`config.mk`:
```
export PLATFORM = sky130hd
export DESIGN_NAME = mbist_repair_scan_ctrl
export DESIGN_NICKNAME = d
export VERILOG_FILES = /design/src/rtl/mbist_repair_pkg.sv /design/src/rtl/mbist_repair_scan_buf.sv /design/src/rtl/mbist_repair_scan_ctrl.sv
export SDC_FILE = /design/constraint.sdc
export NUM_CORES = 1
export LEC_CHECK = 0
export ABC_AREA = 1
export ABC_CLOCK_PERIOD_IN_PS = 4850
export CAP_MARGIN = 20
export CELL_PAD_IN_SITES_DETAIL_PLACEMENT = 1
export CELL_PAD_IN_SITES_GLOBAL_PLACEMENT = 2
export CORE_ASPECT_RATIO = 1.2
export CORE_UTILIZATION = 32
export DETAILED_ROUTE_END_ITERATION = 8
export HOLD_SLACK_MARGIN = 0.06
export PLACE_DENSITY_LB_ADDON = 0.15
export SYNTH_ARGS = -nofsm -noshare
export SYNTH_HDL_FRONTEND = slang
export SYNTH_SLANG_ARGS = --single-unit
```
`constraint.sdc`:
```
create_clock -name clk -period 4.85 [get_ports clk]
set_clock_uncertainty 0.2 [all_clocks]
set_input_delay 0.97 -clock clk [delete_from_list [all_inputs] [get_ports clk]]
set_output_delay 0.97 -clock clk [all_outputs]
set_load 0.01 [all_outputs]
```
`src/rtl/mbist_repair_pkg.sv`:
```
// Shared types and sizing for the MBIST repair-address scan controller.
package mbist_repair_pkg;

    localparam int BIST_ERR_LIMIT     = 4;
    localparam int REPAIR_NUM_ENTRIES = BIST_ERR_LIMIT;
    localparam int REPAIR_ENTRY_WD    = 16;

    typedef enum logic [1:0] {
        IDLE,
        PRELOAD,
        SHIFT,
        DONE
    } repair_scan_st_e;

endpackage

```
`src/rtl/mbist_repair_scan_buf.sv`:
```
// NUM_ENTRIES x ENTRY_WD register file: word write, bit-addressed serial write, word read.
// Out-of-range indices drop writes and read as zero.
module mbist_repair_scan_buf
    import mbist_repair_pkg::*;
#(
    parameter int NUM_ENTRIES = REPAIR_NUM_ENTRIES,
    parameter int ENTRY_WD    = REPAIR_ENTRY_WD,
    parameter int IDX_WD      = $clog2(NUM_ENTRIES),
    parameter int POS_WD      = $clog2(NUM_ENTRIES * ENTRY_WD)
) (
    input  logic                clk,
    input  logic                rst,
    input  logic                word_we,
    input  logic [IDX_WD-1:0]   word_idx,
    input  logic [ENTRY_WD-1:0] word_data,
    input  logic                bit_we,
    input  logic [POS_WD-1:0]   bit_pos,
    input  logic                bit_val,
    input  logic [IDX_WD-1:0]   rd_idx,
    output logic [ENTRY_WD-1:0] rd_data
);

    logic [ENTRY_WD-1:0] mem [NUM_ENTRIES];

    always_ff @(posedge clk or posedge rst) begin
        if (rst) begin
            for (int e = 0; e < NUM_ENTRIES; e++) mem[e] <= '0;
        end else begin
            for (int e = 0; e < NUM_ENTRIES; e++) begin
                if (word_we && int'(word_idx) == e) mem[e] <= word_data;
                for (int b = 0; b < ENTRY_WD; b++) begin
                    if (bit_we && int'(bit_pos) == e * ENTRY_WD + b) mem[e][b] <= bit_val;
                end
            end
        end
    end

    always_comb begin
        rd_data = '0;
        for (int e = 0; e < NUM_ENTRIES; e++) begin
            if (int'(rd_idx) == e) rd_data = mem[e];
        end
    end

endmodule

```
`src/rtl/mbist_repair_scan_ctrl.sv`:
```
// Serial scan sequencer for one MBIST repair-address chain: UNLOAD into a capture buffer, optional LOAD from a host buffer.
// Define MBIST_REPAIR_SCAN_PARITY_EN to add a round-trip parity check reported on parity_err.
module mbist_repair_scan_ctrl
    import mbist_repair_pkg::*;
#(
    parameter int NUM_ENTRIES = REPAIR_NUM_ENTRIES,
    parameter int ENTRY_WD    = REPAIR_ENTRY_WD,
    parameter int IDX_WD      = $clog2(NUM_ENTRIES)
) (
    input  logic                clk,
    input  logic                rst,
    input  logic                cmd_valid,
    output logic                cmd_ready,
    input  logic                cmd_load,
    input  logic                wr_en,
    input  logic [IDX_WD-1:0]   wr_idx,
    input  logic [ENTRY_WD-1:0] wr_data,
    input  logic [IDX_WD-1:0]   rd_idx,
    output logic [ENTRY_WD-1:0] rd_data,
    output logic                busy,
    output logic                done,
    output logic                scan_shift,
    output logic                sdi,
    input  logic                sdo,
    output logic                parity_err
);

    localparam int NUM_BITS = NUM_ENTRIES * ENTRY_WD;
    localparam int CNT_WD   = $clog2(NUM_BITS);
    localparam logic [CNT_WD-1:0] LAST_BIT = CNT_WD'(NUM_BITS - 1);

    repair_scan_st_e     state, state_nxt;
    logic [CNT_WD-1:0]   bit_cnt;
    logic [CNT_WD-1:0]   sdi_pos;
    logic [IDX_WD-1:0]   sdi_idx;
    logic [ENTRY_WD-1:0] sdi_word;
    logic                sdi_bit;
    logic                load_q;
    logic                shift_q;
    logic                sdi_q;
    logic                accept;
    logic                cap_we;
    logic                load_we;

    assign accept  = (state == IDLE) && cmd_valid;
    assign load_we = (state == IDLE) && wr_en;

    always_comb begin
        state_nxt = state;
        cmd_ready = 1'b0;
        busy      = 1'b0;
        done      = 1'b0;
        cap_we    = 1'b0;
        case (state)
            IDLE: begin
                cmd_ready = 1'b1;
                if (cmd_valid) state_nxt = PRELOAD;
            end
            PRELOAD: begin
                busy      = 1'b1;
                state_nxt = SHIFT;
            end
            SHIFT: begin
                busy   = 1'b1;
                cap_we = 1'b1;
                if (bit_cnt == LAST_BIT) state_nxt = DONE;
            end
            DONE: begin
                done      = 1'b1;
                state_nxt = IDLE;
            end
            default: state_nxt = IDLE;
        endcase
    end

    // sdi is registered, so look up the bit that will be on the wire next cycle
    assign sdi_pos = (state == SHIFT) ? bit_cnt + CNT_WD'(1) : '0;
    assign sdi_idx = IDX_WD'(int'(sdi_pos) / ENTRY_WD);

    always_comb begin
        sdi_bit = 1'b0;
        for (int b = 0; b < ENTRY_WD; b++) begin
            if (int'(sdi_pos) % ENTRY_WD == b) sdi_bit = sdi_word[b];
        end
    end

    always_ff @(posedge clk or posedge rst) begin
        if (rst) begin
            state   <= IDLE;
            bit_cnt <= '0;
            load_q  <= 1'b0;
            shift_q <= 1'b0;
            sdi_q   <= 1'b0;
        end else begin
            state <= state_nxt;
            if (accept) load_q <= cmd_load;
            if (state == PRELOAD)    bit_cnt <= '0;
            else if (state == SHIFT) bit_cnt <= bit_cnt + CNT_WD'(1);
            shift_q <= (state_nxt == SHIFT);
            sdi_q   <= (state_nxt == SHIFT) && load_q && sdi_bit;
        end
    end

    assign scan_shift = shift_q;
    assign sdi        = sdi_q;

    mbist_repair_scan_buf #(
        .NUM_ENTRIES (NUM_ENTRIES),
        .ENTRY_WD    (ENTRY_WD),
        .IDX_WD      (IDX_WD),
        .POS_WD      (CNT_WD)
    ) u_capture (
        .clk       (clk),
        .rst       (rst),
        .word_we   (1'b0),
        .word_idx  ('0),
        .word_data ('0),
        .bit_we    (cap_we),
        .bit_pos   (bit_cnt),
        .bit_val   (sdo),
        .rd_idx    (rd_idx),
        .rd_data   (rd_data)
    );

    mbist_repair_scan_buf #(
        .NUM_ENTRIES (NUM_ENTRIES),
        .ENTRY_WD    (ENTRY_WD),
        .IDX_WD      (IDX_WD),
        .POS_WD      (CNT_WD)
    ) u_load (
        .clk       (clk),
        .rst       (rst),
        .word_we   (load_we),
        .word_idx  (wr_idx),
        .word_data (wr_data),
        .bit_we    (1'b0),
        .bit_pos   ('0),
        .bit_val   (1'b0),
        .rd_idx    (sdi_idx),
        .rd_data   (sdi_word)
    );

`ifdef MBIST_REPAIR_SCAN_PARITY_EN
    logic par_cap;
    logic par_load;
    logic par_ref;
    logic par_err_q;

    // par_ref holds the parity of the bits pushed in by the most recent completed LOAD
    always_ff @(posedge clk or posedge rst) begin
        if (rst) begin
            par_cap   <= 1'b0;
            par_load  <= 1'b0;
            par_ref   <= 1'b0;
            par_err_q <= 1'b0;
        end else if (accept) begin
            par_cap   <= 1'b0;
            par_load  <= 1'b0;
            par_err_q <= 1'b0;
        end else if (state == SHIFT) begin
            par_cap  <= par_cap ^ sdo;
            par_load <= par_load ^ sdi_q;
        end else if (state == DONE) begin
            if (par_cap != par_ref) par_err_q <= 1'b1;
            if (load_q) par_ref <= par_load;
        end
    end

    assign parity_err = par_err_q;
`else
    assign parity_err = 1'b0;
`endif

endmodule

```
-- Word-level counts from Yosys, hierarchy flattened
Cells that the tools add are included.
- $add $sub $neg: 1
- reductions and logical operators: 80
- muxes and demuxes: 34
- eq/ne operators: 92
- operators with widths (cell ; count):
    $eq 6x6->1 const B ; 33
    $mux 16 ; 8
    $eq 6x5->1 const B ; 16
    $logic_and 1x1->1 ; 72
    $eq 6x4->1 const B ; 8
    $eq 4x4->1 const B ; 8
    $logic_not 32->1 ; 1
    $eq 6x3->1 const B ; 4
    $mux 1 ; 20
    $eq 2x2->1 const B ; 9
    $mux 6 ; 3
    $eq 4x3->1 const B ; 4
    $eq 6x2->1 const B ; 2
    $eq 2x1->1 const B ; 4
    $eq 4x2->1 const B ; 2
    $logic_not 2->1 ; 4
    $pmux 2 s4 ; 1
    $add 6x1->6 const B ; 1
    $eq 6x1->1 const B ; 1
    $logic_not 6->1 ; 1
    $eq 4x1->1 const B ; 1
    $mux 2 ; 2
    $reduce_bool 2->1 ; 1
    $reduce_or 2->1 ; 1
- word-level logic and storage cells: 280
- output and inout bits: 22
- register bits: 139

-- Depth between registers and ports, before layout
- depth after elaboration: 24
- depth in mapped cells: 27
- gate-level depth less buffers: 27

-- Cells and area by module
A second synthesis with hierarchy kept.
- cell total of the unflattened synthesis: 1513
- area total of the unflattened synthesis: 9630.5 um^2
- modules (own cells, without submodules) (module ; area an instance (um^2) ; times used ; cells each):
    mbist_repair_scan_buf ; 4406.7 ; 2 ; 701
    mbist_repair_scan_ctrl ; 817.0 ; 1 ; 111

-- Worst setup path before layout
Ideal clock, no wire load.
- path kind: in2out
- start: in rd_idx[0]
- end: out rd_data[13]
- data arrival time: 2.072 ns
- cell stages on the path: 5
- data required time: 3.680 ns
- slack: 1.608 ns
- path through: clkbuf_1 > nor2_1 > clkbuf_1 > a221oi_1 > a21oi_1
- word-level cells in the longest chain between the ends: 5
- elaborated cells between the ends (all ways): 8
- classes of those cells: 3 x eq/ne; 4 x mux; 1 x reduce/logical
- RTL lines (element ; RTL line ; RTL):
    start: declaration ; mbist_repair_scan_ctrl.sv:18 ; input logic [IDX_WD-1:0] rd_idx,
    $logic_not 2->1 ; mbist_repair_scan_buf.sv:41 ; if (int'(rd_idx) == e) rd_data = mem[e];
    $mux 16 (3 in a row) ; mbist_repair_scan_buf.sv:41 ;
    $mux 16 (*) ; mbist_repair_scan_buf.sv:41 ;
    end: declaration ; mbist_repair_scan_ctrl.sv:19 ; output logic [ENTRY_WD-1:0] rd_data,
Mark *: on every way between the ends. The rest lies on a longest branch, timed or not.

-- Worst setup path after layout
- start: in rd_idx[1]
- end: out rd_data[14]
The elaborated chain is that of the path after synthesis.

==> results summary <==
Counting tap cells, the placed design contains a total of between 1000 and 1500 instances. The final period utilization is 0.9005. Together, buffers and inverters on the worst path number 3. The compound-cell area share of the yosys netlist is 0.2124.

The delay of the slowest critical-path stage came out at 530 ps. The main combinational cell family by area after synthesis is compound AO/OA/AOI/OAI gates. The weighted congestion at the end of routability-driven global placement came out at about 0.76. Counting flops with an async set or reset pin after synthesis yields a share of 1.000. The number of nets with antenna violations after detailed routing is 0. Of the cells placed in the final design, the portion with a size suffix greater than 1 is 0.08953. The total clock sinks is about 140. The critical path goes through clkdlybuf4s50_1, nand2_1, clkinv_1, a221oi_1, a21oi_1, clkdlybuf4s50_1. In this run, CTS created clock tree buffers numbering 17. The number of placement rows is between 50 and 60. After detailed routing, the number of remaining DRC violations is 0. The classification of the worst-slack hold path is reg2reg. The mean post-synth cell area came out at 8.395 sq um. The routed layout has approximately 5700 vias. After clock tree synthesis, the flow added hold-fix buffers numbering 0.

The clock slew seen by the registers of the worst setup and hold paths is approximately 60 ps. After synthesis, the cell types taking the most area are sky130_fd_sc_hd__dfrtp_1 (51%), sky130_fd_sc_hd__nand2_1 (9.2%), sky130_fd_sc_hd__o21ai_0 (6.3%). Summed over all nets, the half-perimeter wirelength after detailed placement is 13500 microns. The count of instances resized after the clock tree is built is 0.

The final total negative setup slack is 0 ps. The core region area is 20900 sq um. The die is 135.0 microns wide. The number of global-route vias before repair is around 6300. The post-synthesis to final-layout area growth is 19.44%.

The cell with the biggest individual delay on the critical path is sky130_fd_sc_hd__clkinv_1. The maximum clock path buffer count is 2. The achievable frequency came out at 0.2290 GHz. The flow ran to the end, and the final reports show no timing, DRC or antenna violations. The library cell with the largest summed area after synthesis is sky130_fd_sc_hd__dfrtp_1. On the critical path the largest part of the delay comes from buffers and inverters. In this run the power spent charging and discharging nets is 1.668 mW. The I/O pin total came out at 48. The part of the Yosys area used for sequential elements is 0.5122. TritonCTS built the clock tree.

Setup repair after global routing left no endpoint under its margin. The post-synthesis instance total is 809. The switching fraction of total power is 0.3748. The multiplexer fraction of the synthesized cell area is 0.004606.

Along the worst path, the maximum fanout reaches 19. The data required time of the worst path is around 3700 ps. The antenna diode instance count came out at 0.

The overflow left after global routing came out at 0. Synthesis produced a netlist with a net count of between 800 and 900. The number of hold violations in the final report is 0. Yosys mapped a number of flops with a built-in enable equal to 0.

Dividing the detail-routed wire length by the instance count gives between 15 and 20 microns. The pin count of the biggest net entering global routing came out at 140. The final max-slew violation count is 0. The effective utilization at floorplan came out at 0.3250.

The clock group share of total power is 0.296. Subtracting the final worst setup slack from the clock period gives around 4400 ps. By startpoint and endpoint, the worst setup path is classified as in2out. After layout, the design draws a total of 4.450 mW.

The endpoint class of the critical path is an output port. The die is 161.6 microns tall. The most prevalent standard cell on the critical path is sky130_fd_sc_hd__clkdlybuf4s50_1.

The design internal power is 2.783 mW. After the first detailed-routing iteration, the DRC count stood at ~320. Dividing the detail-routed via count by the number of cells gives 5.064. The number of non-filler instances in the completed layout is 1130. The most common flop cell mapped by yosys is sky130_fd_sc_hd__dfrtp_1. Of the total synthesized cell area, the portion taken by XOR and XNOR cells is 0.001290.

The tightest hold path in the finished design has a slack of 287.7 ps. sky130_fd_sc_hd__nand2_1 is the most common cell in the netlist. The number of antenna violations at the first check in global routing was 0. The total power divided by cell area came out at 548.7 nW/um^2. The commonest cells after synthesis are sky130_fd_sc_hd__nand2_1 (167), sky130_fd_sc_hd__dfrtp_1 (139), sky130_fd_sc_hd__o21ai_0 (85), sky130_fd_sc_hd__inv_1 (76), sky130_fd_sc_hd__nor2_1 (71). The count of nets after finishing came out at 881. The relative slew slack came out at 0.4701. VDD sags by at most roughly 250 uV. For this run, the detailed router's first-pass iteration total came to 4.

The area share of and/or/nand/nor cells after synthesis came out at 0.1750. The post-synthesis cell area came out at about 6800 sq um. Of the post-synthesis cell area, the dominant cell type holds 0.5122.

The floorplan step defined a die boundary enclosing ~22000 sq um. Port buffering added 46 buffers. The tool flagged a number of max-cap violations equal to 0.

The combinational group share of total power came out at 0.308. The detailed-route wire length came out at 20020 microns. The number of setup buffers added after CTS came out at 0. The number of setup violations in the final report came out at 0. The clock latency at the later pin of the worst-skew pair is 430 ps.

The worst path arrival time is between 3000 and 4000 ps. The synthesized netlist contains 41 unique library cells. The worst setup path is launched from an input port.

The count of synthesis-stage warnings from yosys is 0. The area share of fa/ha/maj cells after synthesis came out at 0.01474. The number of register bits inferred by synthesis is about 140. The wire length of the first global-routing pass is 33850 microns. In the global route stage, overall resource usage came out at 0.2017. The cell sitting at the root of the clock tree is a sky130_fd_sc_hd__clkbuf_16. The slew at the pin closest to its max-slew limit came out at 794.8 ps. The share of power burned in registers is 0.396. The static power due to leakage came out at 3.581 nW. The H-tree was split into 4 levels.
final timing paths:
| kind | depth (start not counted) | startpoint | endpoint | slack, ps |
|---|---|---|---|---|
| max reg2reg | 25 | bit_cnt[0] | sdi | 1440 |
| max | 6 | rd_idx[1] | rd_data[14] | 480 |
| min | 2 | u_load.mem[46] | u_load.mem[46] | 290 |
| min reg2reg | 2 | u_load.mem[46] | u_load.mem[46] | 290 |
| max in group asynchronous | 3 | rst | u_load.mem[30] | 2940 |
| min in group asynchronous | 3 | rst | u_capture.mem[42] | 890 |
worst register-to-register path: cells and delay by family (launching register included):
kind                     cells  cell delay (ps)
AND/OR/NAND/NOR             21             2140
adder cells (fa/ha/maj)      1              280
buffers and inverters        1               80
flip-flops                   1              460
AO/OA/AOI/OAI                2              160
cell type report:
class | count | area (sq um)
Timing Repair Buffer | 63 | 600.6
Clock buffer | 17 | 425.4
Inverter | 83 | 317.8
Multi-Input combinational cell | 543 | 2788
Clock inverter | 15 | 163.9
Tap cell | 270 | 337.8
Sequential cell | 139 | 3478
Fill cell | 2492 | 12790
cell usage in the layout (no fill, tap or decap), drive strengths merged, types with 6 or more instances in the layout:
master,count
clkdlybuf4s50,46
nor2,74
nand3,18
nor3,6
a21oi,67
buf,17
o21ai,93
a31oi,55
ha,8
o211ai,7
nand4,7
clkbuf,17
nand2,173
dfrtp,139
inv,86
a221oi,13
stage by stage:
stage                     utilization  cell area [sq um]  worst slack, ps
after global routing           0.3881               8112            286.9
after global placement         0.3599               7522            631.8
after floorplan                     -               6795             1608
after detailed placement       0.3599               7522            517.1
final                          0.3881               8112            482.4
after CTS                      0.3881               8112            499.0
power groups by stage:
stage / combinational (mW) / sequential [mW] / clock (mW)
floorplan: 0.980 / 1.70 / 0
finish: 1.37 / 1.76 / 1.32
global route: 1.58 / 1.81 / 1.40
detailed placement: 1.40 / 1.78 / 0
global placement: 1.35 / 1.76 / 0
CTS: 1.40 / 1.76 / 1.35
kinds of logic after synthesis:
group,count (synthesis)
xor+xnor,1
fa+ha+maj,8
other cells,1
compound gates,250
simple gates,280
flops,139
buf+inv,127
mux,3
per-layer routing:
layer	part of all wire	track usage	routed length, microns	up-vias
met5	0	0	0	-
met4	0.022	0.07865	431	0
met3	0.023	0.02950	457	23
met2	0.52	0.3559	10340	82
met1	0.44	0.2454	8798	2808
li1	-	-	-	2809
state kept, by name, indices dropped and copies added, names as in the netlist:
register,flops
bit_cnt,6
load_q,1
scan_shift,1
sdi,1
state,2
u_capture.mem,64
u_load.mem,64
Note: power is estimated with default switching activity, not from simulation.
